### src/rtl/mesh_pkg.sv
// Packet layout, register map and helpers shared by the mesh NIC and its header formatter.
package mesh_pkg;

  localparam int PKT_W       = 64;
  localparam int VC_BIT      = 63;
  localparam int XDIR_BIT    = 62;
  localparam int YDIR_BIT    = 61;
  localparam int HOP_MSB     = 55;
  localparam int HOP_LSB     = 48;
  localparam int SRC_MSB     = 47;
  localparam int SRC_LSB     = 32;
  localparam int PAYLOAD_MSB = 31;

  localparam logic [1:0] ADDR_IN_BUF   = 2'b00;
  localparam logic [1:0] ADDR_IN_STAT  = 2'b01;
  localparam logic [1:0] ADDR_OUT_BUF  = 2'b10;
  localparam logic [1:0] ADDR_OUT_STAT = 2'b11;

  typedef struct packed {
    logic        vc;
    logic        x_pos;
    logic        y_pos;
    logic [4:0]  rsvd;
    logic [3:0]  x_hops;
    logic [3:0]  y_hops;
    logic [7:0]  src_x;
    logic [7:0]  src_y;
    logic [31:0] payload;
  } pkt_t;

  function automatic logic [3:0] abs_diff(input logic [3:0] a, input logic [3:0] b);
    return (a > b) ? (a - b) : (b - a);
  endfunction

endpackage

### src/rtl/mesh_nic_hdr_gen.sv
// Combinational routing-header builder: absolute destination -> direction bits, hop counts, source ID.
// Zero latency; no flow control of its own.
module mesh_nic_hdr_gen
  import mesh_pkg::*;
#(
  parameter int MY_X = 0,
  parameter int MY_Y = 0
) (
  input  logic        vc_in,
  input  logic [3:0]  dst_x,
  input  logic [3:0]  dst_y,
  input  logic [31:0] payload,
  output logic [63:0] pkt_dat
);

  logic [3:0] my_x;
  logic [3:0] my_y;

  assign my_x = 4'(MY_X);
  assign my_y = 4'(MY_Y);

  always_comb begin
    pkt_dat                    = '0;
    pkt_dat[VC_BIT]            = vc_in;
    pkt_dat[XDIR_BIT]          = (dst_x > my_x);
    pkt_dat[YDIR_BIT]          = (dst_y > my_y);
    pkt_dat[HOP_MSB -: 4]      = abs_diff(dst_x, my_x);
    pkt_dat[HOP_LSB +: 4]      = abs_diff(dst_y, my_y);
    pkt_dat[SRC_MSB:SRC_LSB]   = {8'(MY_X), 8'(MY_Y)};
    pkt_dat[PAYLOAD_MSB:0]     = payload;
  end

endmodule

### src/rtl/mesh_nic.sv
// Mesh NIC: one-deep in/out packet buffers behind a 4-register processor window; reads return next edge,
// inject no earlier than the cycle after a write. Full buffers drop processor writes / refuse router delivery.
// Header generation is built in when MESH_NIC_HDR_GEN_EN is defined; otherwise the written word is sent verbatim.
module mesh_nic
  import mesh_pkg::*;
#(
  parameter int MY_X = 0,
  parameter int MY_Y = 0,
  parameter int DW   = PKT_W
) (
  input  logic          clk,
  input  logic          reset,
  input  logic [1:0]    addr,
  input  logic [DW-1:0] d_in,
  output logic [DW-1:0] d_out,
  input  logic          nicEn,
  input  logic          nicWrEn,
  input  logic          net_si,
  output logic          net_ri,
  input  logic [DW-1:0] net_di,
  output logic          net_so,
  input  logic          net_ro,
  output logic [DW-1:0] net_do,
  input  logic          net_polarity
);

  logic [DW-1:0] in_buf_q, in_buf_d;
  logic          in_full_q, in_full_d;
  pkt_t          out_buf_q, out_buf_d;
  logic          out_full_q, out_full_d;
  logic [DW-1:0] d_out_q, d_out_d;
  logic [DW-1:0] fmt_dat;
  logic          rd_en;
  logic          wr_en;

`ifdef MESH_NIC_HDR_GEN_EN
  mesh_nic_hdr_gen #(
    .MY_X (MY_X),
    .MY_Y (MY_Y)
  ) u_hdr_gen (
    .vc_in   (d_in[VC_BIT]),
    .dst_x   (d_in[HOP_MSB -: 4]),
    .dst_y   (d_in[HOP_LSB +: 4]),
    .payload (d_in[PAYLOAD_MSB:0]),
    .pkt_dat (fmt_dat)
  );
`else
  assign fmt_dat = d_in;
`endif

  assign rd_en  = nicEn & ~nicWrEn;
  assign wr_en  = nicEn & nicWrEn;
  assign net_ri = ~in_full_q;
  // Packets only leave on the mesh phase matching their virtual channel.
  assign net_so = out_full_q & (out_buf_q.vc == net_polarity);
  assign net_do = out_buf_q;
  assign d_out  = d_out_q;

  always_comb begin
    in_buf_d   = in_buf_q;
    in_full_d  = in_full_q;
    out_buf_d  = out_buf_q;
    out_full_d = out_full_q;
    d_out_d    = d_out_q;

    if (rd_en) begin
      case (addr)
        ADDR_IN_BUF: begin
          d_out_d   = in_buf_q;
          in_full_d = 1'b0;
        end
        ADDR_IN_STAT:  d_out_d = {{(DW-1){1'b0}}, in_full_q};
        ADDR_OUT_BUF:  d_out_d = '0;
        default:       d_out_d = {{(DW-1){1'b0}}, out_full_q};
      endcase
    end

    // Capture after the read-clear so a delivery on the same edge is never lost.
    if (net_si && net_ri) begin
      in_buf_d  = net_di;
      in_full_d = 1'b1;
    end

    if (net_so && net_ro) begin
      out_full_d = 1'b0;
    end

    if (wr_en && (addr == ADDR_OUT_BUF) && !out_full_q) begin
      out_buf_d  = pkt_t'(fmt_dat);
      out_full_d = 1'b1;
    end
  end

  always_ff @(posedge clk) begin
    if (!reset) begin
      in_buf_q   <= '0;
      in_full_q  <= 1'b0;
      out_buf_q  <= '0;
      out_full_q <= 1'b0;
      d_out_q    <= '0;
    end else begin
      in_buf_q   <= in_buf_d;
      in_full_q  <= in_full_d;
      out_buf_q  <= out_buf_d;
      out_full_q <= out_full_d;
      d_out_q    <= d_out_d;
    end
  end

endmodule

### config.mk
export PLATFORM = sky130hd
export DESIGN_NAME = mesh_nic
export DESIGN_NICKNAME = d
export VERILOG_FILES = /design/src/rtl/mesh_pkg.sv /design/src/rtl/mesh_nic_hdr_gen.sv /design/src/rtl/mesh_nic.sv
export SDC_FILE = /design/constraint.sdc
export NUM_CORES = 1
export LEC_CHECK = 0
export ABC_AREA = 1
export CAP_MARGIN = 20
export CORE_MARGIN = 2
export CORE_UTILIZATION = 44
export CTS_CLUSTER_DIAMETER = 150
export DETAILED_ROUTE_END_ITERATION = 16
export GPL_ROUTABILITY_DRIVEN = 0
export PLACE_DENSITY_LB_ADDON = 0.08
export SYNTH_ARGS = -nofsm -noshare
export SYNTH_HDL_FRONTEND = slang
export SYNTH_SLANG_ARGS = --single-unit
### constraint.sdc
create_clock -name clk -period 1.4 [get_ports clk]
set_input_delay 0.35 -clock clk [delete_from_list [all_inputs] [get_ports clk]]
set_output_delay 0.35 -clock clk [all_outputs]
set_load 0.05 [all_outputs]
### Yosys cells after proc, flatten, opt, wreduce, memory -nomap -nowiden

Index checks and enable logic that the tools add are counted.

| cells by class | value |
|---|---|
| equality and inequality tests | 3 |
| muxes and demuxes | 6 |
| bitwise logic cells | 5 |
| reductions and logical operators | 10 |

Operator list:

| operator | count |
|---|---|
| 64-bit one-hot mux with 3 select lines | 1 |
| 2-bit nonzero test | 3 |
| 1-bit 2-to-1 mux | 5 |
| 1-bit logical AND | 4 |
| 1-bit bitwise AND | 3 |
| 2-bit by 1-bit == test with 1-bit output (second input constant) | 1 |
| 2-bit == test (second input constant) | 1 |
| 2-bit logical NOT | 1 |
| 1-bit NOT | 2 |
| 2-bit AND reduction | 1 |
| 1-bit == test | 1 |
| 1-bit logical NOT | 1 |

| word-level totals | value |
|---|---|
| register bits after elaboration | 194 |
| input bits | 137 |
| output and inout bits | 130 |
| word-level logic and storage cells | 37 |

### Longest topological paths before layout

Gate-level depths: netlist (run 1).

| depth | value |
|---|---|
| depth in word-level cells | 5 |
| mapped depth | 8 |
| mapped depth without buffers | 6 |

### Worst setup path after synthesis (run 1)

No wires, ideal clock.

| timing path | value |
|---|---|
| kind | reg-to-output |
| start | reg out_buf_q, in the netlist net_do[63] |
| end | out net_so |
| arrival | 1493 ps |
| required time | 1050 ps |
| path slack | -443 ps |
| stages on the path, launching flop included | 5 |
| path buffers | 0 |
| cells stage by stage | dfxtp_1 inv_1 nand2_1 nand2_1 nor2_1 |

| between the ends | value |
|---|---|
| word-level cells in the longest chain between the ends | 2 |

RTL lines:

| element | RTL line | text |
|---|---|---|
| start, declared | mesh_nic.sv:29 | `pkt_t out_buf_q, out_buf_d;` |
| start signal, assigned | mesh_nic.sv:104 | `out_buf_q <= out_buf_d;` |
| 1-bit == test | mesh_nic.sv:55 | `assign net_so = out_full_q & (out_buf_q.vc == net_polarity);` |
| 1-bit bitwise AND | mesh_nic.sv:55 |  |
| end, declared | mesh_nic.sv:21 | `output logic net_so,` |

Every way passes these cells.

### Final worst setup path (run 1)

Same ends and word-level chain as after synthesis.

==> results of run 1 <==
[state kept, by name, indices dropped and copies added, names as in the netlist]
| register | flops |
|---|---|
| in_buf_q | 64 |
| d_out | 64 |
| net_do | 64 |
| out_full_q | 1 |
| in_full_q | 1 |
[tightest hold or removal path: cells and delay by family]
family	cells	cell delay [ns]
AOI/OAI and AO/OA	1	0.10
buffers and inverters	1	0.19
and+or+nand+nor	1	0.04
[area by class of cell]
class / count / area [um^2] / area share
repair buffers: 296 / 4340 / 0.359
flip-flops and latches: 194 / 3890 / 0.322
multi-input cells: 659 / 2680 / 0.222
clock buffers: 17 / 425 / 0.0352
inverters: 76 / 285 / 0.0236
well taps: 216 / 270 / 0.0224
clock inverters: 14 / 188 / 0.0155
[logic make-up (layout without fill, tap and decap cells)]
group,Yosys count,in the layout,synth area share
buffers and inverters,137,403,0.0836
flip-flops,194,194,0.544
AND/OR/NAND/NOR,526,526,0.279
AO/OA/AOI/OAI,133,133,0.0933
[synthesized netlist by cell type, drive strengths merged]
cell | count | share of area
nand3 | 4 | 0.0028
nor2 | 259 | 0.14
nand2 | 263 | 0.14
dfxtp | 194 | 0.54
o21ai | 67 | 0.047
inv | 76 | 0.040
clkbuf | 14 | 0.0074
a21oi | 66 | 0.046
buf | 47 | 0.036
[where the power goes]
part / total, W / internal, W / leakage (nW) / switching, W
combinational: 0.00185 / 0.000942 / 3.11 / 0.000911
clock: 0.00506 / 0.00298 / 0.303 / 0.00208
sequential: 0.00592 / 0.00576 / 1.58 / 0.000160
[worst max-delay path by stage]
stage	start	to	slack (ns)	cells after the start
2_1_floorplan	net_do[63]	net_so	0.08	4
3_3_place_gp	nicEn	net_do[1]	-0.31	8
3_5_place_dp	addr[1]	net_do[32]	-0.35	8
4_1_cts	net_do[63]	net_so	-0.18	5
5_1_grt	net_do[63]	net_so	-0.18	5
6_report	net_do[63]	net_so	-0.14	5
[stage by stage]
stage	util	worst slack, ns
2_1_floorplan	-	0.0834
3_3_place_gp	0.720	-0.308
3_5_place_dp	0.720	-0.347
4_1_cts	0.760	-0.183
5_1_grt	0.760	-0.179
6_report	0.760	-0.137
[layer usage]
layer / vias to the layer above / part of all wire / GRT usage
li1: 3505 / - / -
met1: 3000 / 0.41 / 0.265
met2: 196 / 0.49 / 0.391
met3: 36 / 0.070 / 0.0702
met4: 0 / 0.030 / 0.0924
met5: - / 0 / 0
[what timing repair did]
item,in CTS,in global routing
hold buffers,0,0
pin swaps,2,2
gates resized for setup,7,1
endpoints found under the setup margin,2,2
buffers inserted,1,1
endpoints found under the hold margin,0,0
==> impl_metrics.env, run 1 <==
export IMPL_outcome="finished with violations"
export IMPL_failed_checks="negative setup slack"
export IMPL_h_tree_depth=4
export IMPL_num_fill_cells=1183
export IMPL_overflow=0
export IMPL_cellPowerDensity_nw_per_um2=1060
export IMPL_hold_start="reset"
export IMPL_reg2reg_depth=8
export IMPL_ys_types=15
export IMPL_diodes=0
export IMPL_grt_antenna_before_repair=0
export IMPL_layout_cells_non_filler=1472
export IMPL_period_share=1.10
export IMPL_viasPerCell=4.58
export IMPL_min_path_cells=3
export IMPL_hold_end="in_buf_q[13]"
export IMPL_post_drt_wl_per_cell_um=13.2
export IMPL_finalSetupViolCount=2
export IMPL_grt_pass1_wl_um=31700
export IMPL_netlist_area_um2=7140
export IMPL_power_leakage_nw=4.99
export IMPL_finalNetCount=1381
export IMPL_clk_latency_ns=0.43
export IMPL_fin_total_pwr_w=0.0128
export IMPL_startpoint_type="flip-flop"
export IMPL_maxCapViolCount=0
export IMPL_drc=0
export IMPL_placed_area_um2=11400
export IMPL_syn_avg_cell_area_um2=7.21
export IMPL_final_cell_area_um2=12100
export IMPL_ant_nets=0
export IMPL_ios=267
export IMPL_crit_chain="inv_2 -> nand2_2 -> nand2_2 -> nor2_4 -> buf_12"
export IMPL_design_die_area_um2=17300
export IMPL_cpPeakStageDelay_ns=0.37
export IMPL_start_util=0.449
export IMPL_dp_hpwl_um=14000
export IMPL_cpMostUsedCell="nand2_2"
export IMPL_min_path_type="in -> reg"
export IMPL_finalSetupTns_ns=-0.255
export IMPL_layout_common_cells="nand2_1 (258), nor2_1 (256), dfxtp_1 (192), buf_12 (142), clkdlybuf4s50_1 (134)"
export IMPL_area_growth_pct=69.2
export IMPL_cts_path_max_buffers=2
export IMPL_clock_skew_ns=0.00982
export IMPL_hold_viol=0
export IMPL_rrSetupSlack_ns=0.15
export IMPL_r2r_start="out_full_q"
export IMPL_final_max_slew_viol_count=0
export IMPL_cp_top_family="flip-flops"
export IMPL_die_w_um=131
export IMPL_required_ns=1.05
export IMPL_cp_end_kind="output pin"
export IMPL_synth_warnings=0
export IMPL_setup_ws_ns=-0.137
export IMPL_core_area_um2=15900
export IMPL_mostFrequentLayoutCell="nand2_1"
export IMPL_path_buf_inv=2
export IMPL_io_buffers=266
export IMPL_cts_sinks=194
export IMPL_rsz0062_at_grt="yes"
export IMPL_grt_max_degree=66
export IMPL_syn_nets=1127
export IMPL_fin_crit_ns=1.54
export IMPL_critPathArrivalTime_ns=1.19
export IMPL_ir_drop_mv=0.839
export IMPL_worstMarginPinSlew_ns=0.313
export IMPL_row_count=46
export IMPL_slowest_stage="dfxtp_4"
export IMPL_path_clk_slew_ns=0.07
export IMPL_drive_gt1_frac=0.166
export IMPL_grt_pass1_vias=6165
export IMPL_cts_tree="done"
export IMPL_r2r_end="net_do[32]"
export IMPL_dr_total_vias=6737
export IMPL_postSynthCellCount=990
export IMPL_routed_wl_um=19400
export IMPL_worstPathMaxFanout=3
export IMPL_drt_iter0_drc=311
export IMPL_ys_ff_latch=194
export IMPL_fmax_mhz=651
export IMPL_relSlewSlack=0.791
export IMPL_dr_pass1_iters=5
export IMPL_gr_usage_all_layers=0.228
export IMPL_die_h_um=131
export IMPL_cts_buffers=17
export IMPL_crit_type="reg -> out"
export IMPL_hold_ws_ns=0.297
export IMPL_clock_root_buffer="clkbuf_16"
export IMPL_dp_cells=1439
export IMPL_ys_seq_area_frac=0.544
(Power assumes the default switching activity.)
==> run 2, diff against run 1 <==
Settings changed: CELL_PAD_IN_SITES_DETAIL_PLACEMENT from default to 0, CELL_PAD_IN_SITES_GLOBAL_PLACEMENT from default to 1, CORE_ASPECT_RATIO from default to 1.4, CORE_UTILIZATION 44 to 30.
==> impl_metrics.env, run 2 (synthesized netlist as in run 1, its figures left out) <==
export IMPL_io_buffers=266
export IMPL_final_cell_area_um2=12300
export IMPL_dr_pass1_iters=4
export IMPL_die_w_um=134
export IMPL_p_sw_w=0.00316
export IMPL_ir_drop_mv=0.855
export IMPL_cpPeakStageDelay_ns=0.36
export IMPL_start_util=0.306
export IMPL_startpoint_type="flip-flop"
export IMPL_clock_skew_ns=0.00848
export IMPL_required_ns=1.05
export IMPL_power_internal_w=0.00944
export IMPL_dp_hpwl_um=14500
export IMPL_h_tree_depth=4
export IMPL_routed_wl_um=21400
export IMPL_path_clk_slew_ns=0.07
export IMPL_viasPerCell=4.24
export IMPL_grt_pass1_vias=6273
export IMPL_gr_usage_all_layers=0.170
export IMPL_final_max_slew_viol_count=0
export IMPL_dr_total_vias=6650
export IMPL_critPathArrivalTime_ns=1.20
export IMPL_path_buf_inv=2
export IMPL_layout_common_cells="nand2_1 (258), nor2_1 (256), dfxtp_1 (192), buf_12 (144), clkdlybuf4s50_1 (134)"
export IMPL_fin_crit_ns=1.55
export IMPL_worstPathMaxFanout=3
export IMPL_grt_antenna_before_repair=1
export IMPL_reg2reg_depth=8
export IMPL_mostFrequentLayoutCell="nand2_1"
export IMPL_finalSetupViolCount=2
export IMPL_combPwrFrac=0.150
export IMPL_die_h_um=186
export IMPL_worst_path_stages=5
export IMPL_cpMostUsedCell="nand2_2"
export IMPL_clk_latency_ns=0.43
export IMPL_grt_use_met2=0.285
export IMPL_clock_root_buffer="clkbuf_16"
export IMPL_setup_ws_ns=-0.153
export IMPL_final_core_util=0.528
export IMPL_overflow=0
export IMPL_drc=0
export IMPL_drive_gt1_frac=0.169
export IMPL_min_path_cells=4
export IMPL_hold_viol=0
export IMPL_drt_iter0_drc=161
export IMPL_power_leakage_nw=5.01
export IMPL_design_die_area_um2=25100
export IMPL_grt_busiest_layer="met2"
export IMPL_ant_nets=0
export IMPL_holdBufCountCts=0
export IMPL_met1_usage=0.208
export IMPL_num_fill_cells=2297
export IMPL_met3_usage=0.0551
export IMPL_cts_path_max_buffers=2
export IMPL_fmax_mhz=644
export IMPL_post_drt_wl_per_cell_um=13.7
export IMPL_p_sw_frac=0.251
export IMPL_pwr_share_clk=0.380
export IMPL_ios=267
export IMPL_cts_buffers=17
export IMPL_crit_chain="inv_2 -> nand2_2 -> nand2_2 -> nor2_4 -> buf_12"
export IMPL_cp_top_family="flip-flops"
export IMPL_maxCapViolCount=0
export IMPL_cts_sinks=194
export IMPL_cts_tree="done"
export IMPL_outcome="finished with violations"
export IMPL_cp_end_kind="output pin"
export IMPL_rsz0062_at_grt="yes"
export IMPL_placed_area_um2=11600
export IMPL_crit_type="reg -> out"
export IMPL_slowest_stage="dfxtp_4"
export IMPL_worstMarginPinSlew_ns=0.289
export IMPL_cellPowerDensity_nw_per_um2=1030
export IMPL_grt_max_degree=65
export IMPL_row_count=66
export IMPL_relSlewSlack=0.808
export IMPL_failed_checks="negative setup slack"
export IMPL_min_path_type="in -> reg"
export IMPL_grt_pass1_wl_um=33600
export IMPL_core_area_um2=23300
export IMPL_finalNetCount=1387
export IMPL_period_share=1.11
export IMPL_p_seq_frac=0.470
export IMPL_area_growth_pct=72.3
[run 2: cell count changes in the layout (fill, tap and decap cells not counted), moves of 3 or more]
cell        delta
clkinvlp_4     +4
buf_6          +3
clkbuf_1       +3
clkinv_2       -3
[run 2: metrics by stage]
step / TNS (ns) / hold WS, ns / power, W / std cells / worst slack [ns]
4_1_cts: -0.270 / 0.398 / 0.0128 / 1563 / -0.224
6_report: -0.266 / 0.427 / 0.0126 / 1569 / -0.153
3_5_place_dp: -43.84 / 0.450 / 0.00794 / 1531 / -0.386
5_1_grt: -0.381 / 0.416 / 0.0132 / 1569 / -0.221
2_1_floorplan: 0 / 0.424 / 0.00689 / 990 / 0.0834
3_3_place_gp: -41.67 / 0.441 / 0.00792 / 1531 / -0.357
[run 2: path summary, 6_finish.rpt]
path / slack, ns / from / end
worst max register to register: 0.16 / out_full_q / net_do[63]
worst min register to register: 0.45 / in_buf_q[40] / d_out[40]
worst max-delay path: -0.15 / net_do[63] / net_so
worst min-delay path: 0.43 / reset / in_buf_q[17]
[run 2: per-layer routing]
layer  routed length (um)  share of wire  vias to the layer above
li1                     -              -                     3516
met4                  189         0.0088                        0
met2                10500           0.49                      176
met3                 1420          0.066                        7
met5                    0              0                        -
met1                 9280           0.43                     2951
[run 2: area by class of cell]
class / count / area [um^2] / share of cell area
well taps: 306 / 383 / 0.0311
flip-flops and latches: 194 / 3890 / 0.316
clock inverters: 9 / 108 / 0.00875
multi-input cells: 659 / 2690 / 0.218
repair buffers: 302 / 4480 / 0.364
diodes: 1 / 2.50 / 0.000204
inverters: 76 / 285 / 0.0232
clock buffers: 22 / 464 / 0.0378
[run 2: what timing repair did]
item | 4_1_cts | 5_1_grt
buffers inserted | 1 | 2
resized for setup | 7 | 5
gates cloned | 0 | 3
pin swaps | 2 | 3
endpoints found under the setup margin | 2 | 27
[run 2: power by group through the flow]
stage	clock, W	combinational (W)	sequential [W]
global route	0.00521	0.00206	0.00595
CTS	0.00498	0.00190	0.00592
floorplan	0	0.000613	0.00628
global placement	0	0.00188	0.00604
detailed placement	0	0.00189	0.00605
finish	0.00479	0.00189	0.00592
[run 2: worst register-to-register path, cell delays in order (launching register included)]
cell     delay, ns
dfxtp_1       0.33
inv_2         0.08
nand2_1       0.08
nor2_4        0.15
buf_12        0.15
buf_4         0.18
nand2_1       0.07
nand2_1       0.06
nor2_1        0.04
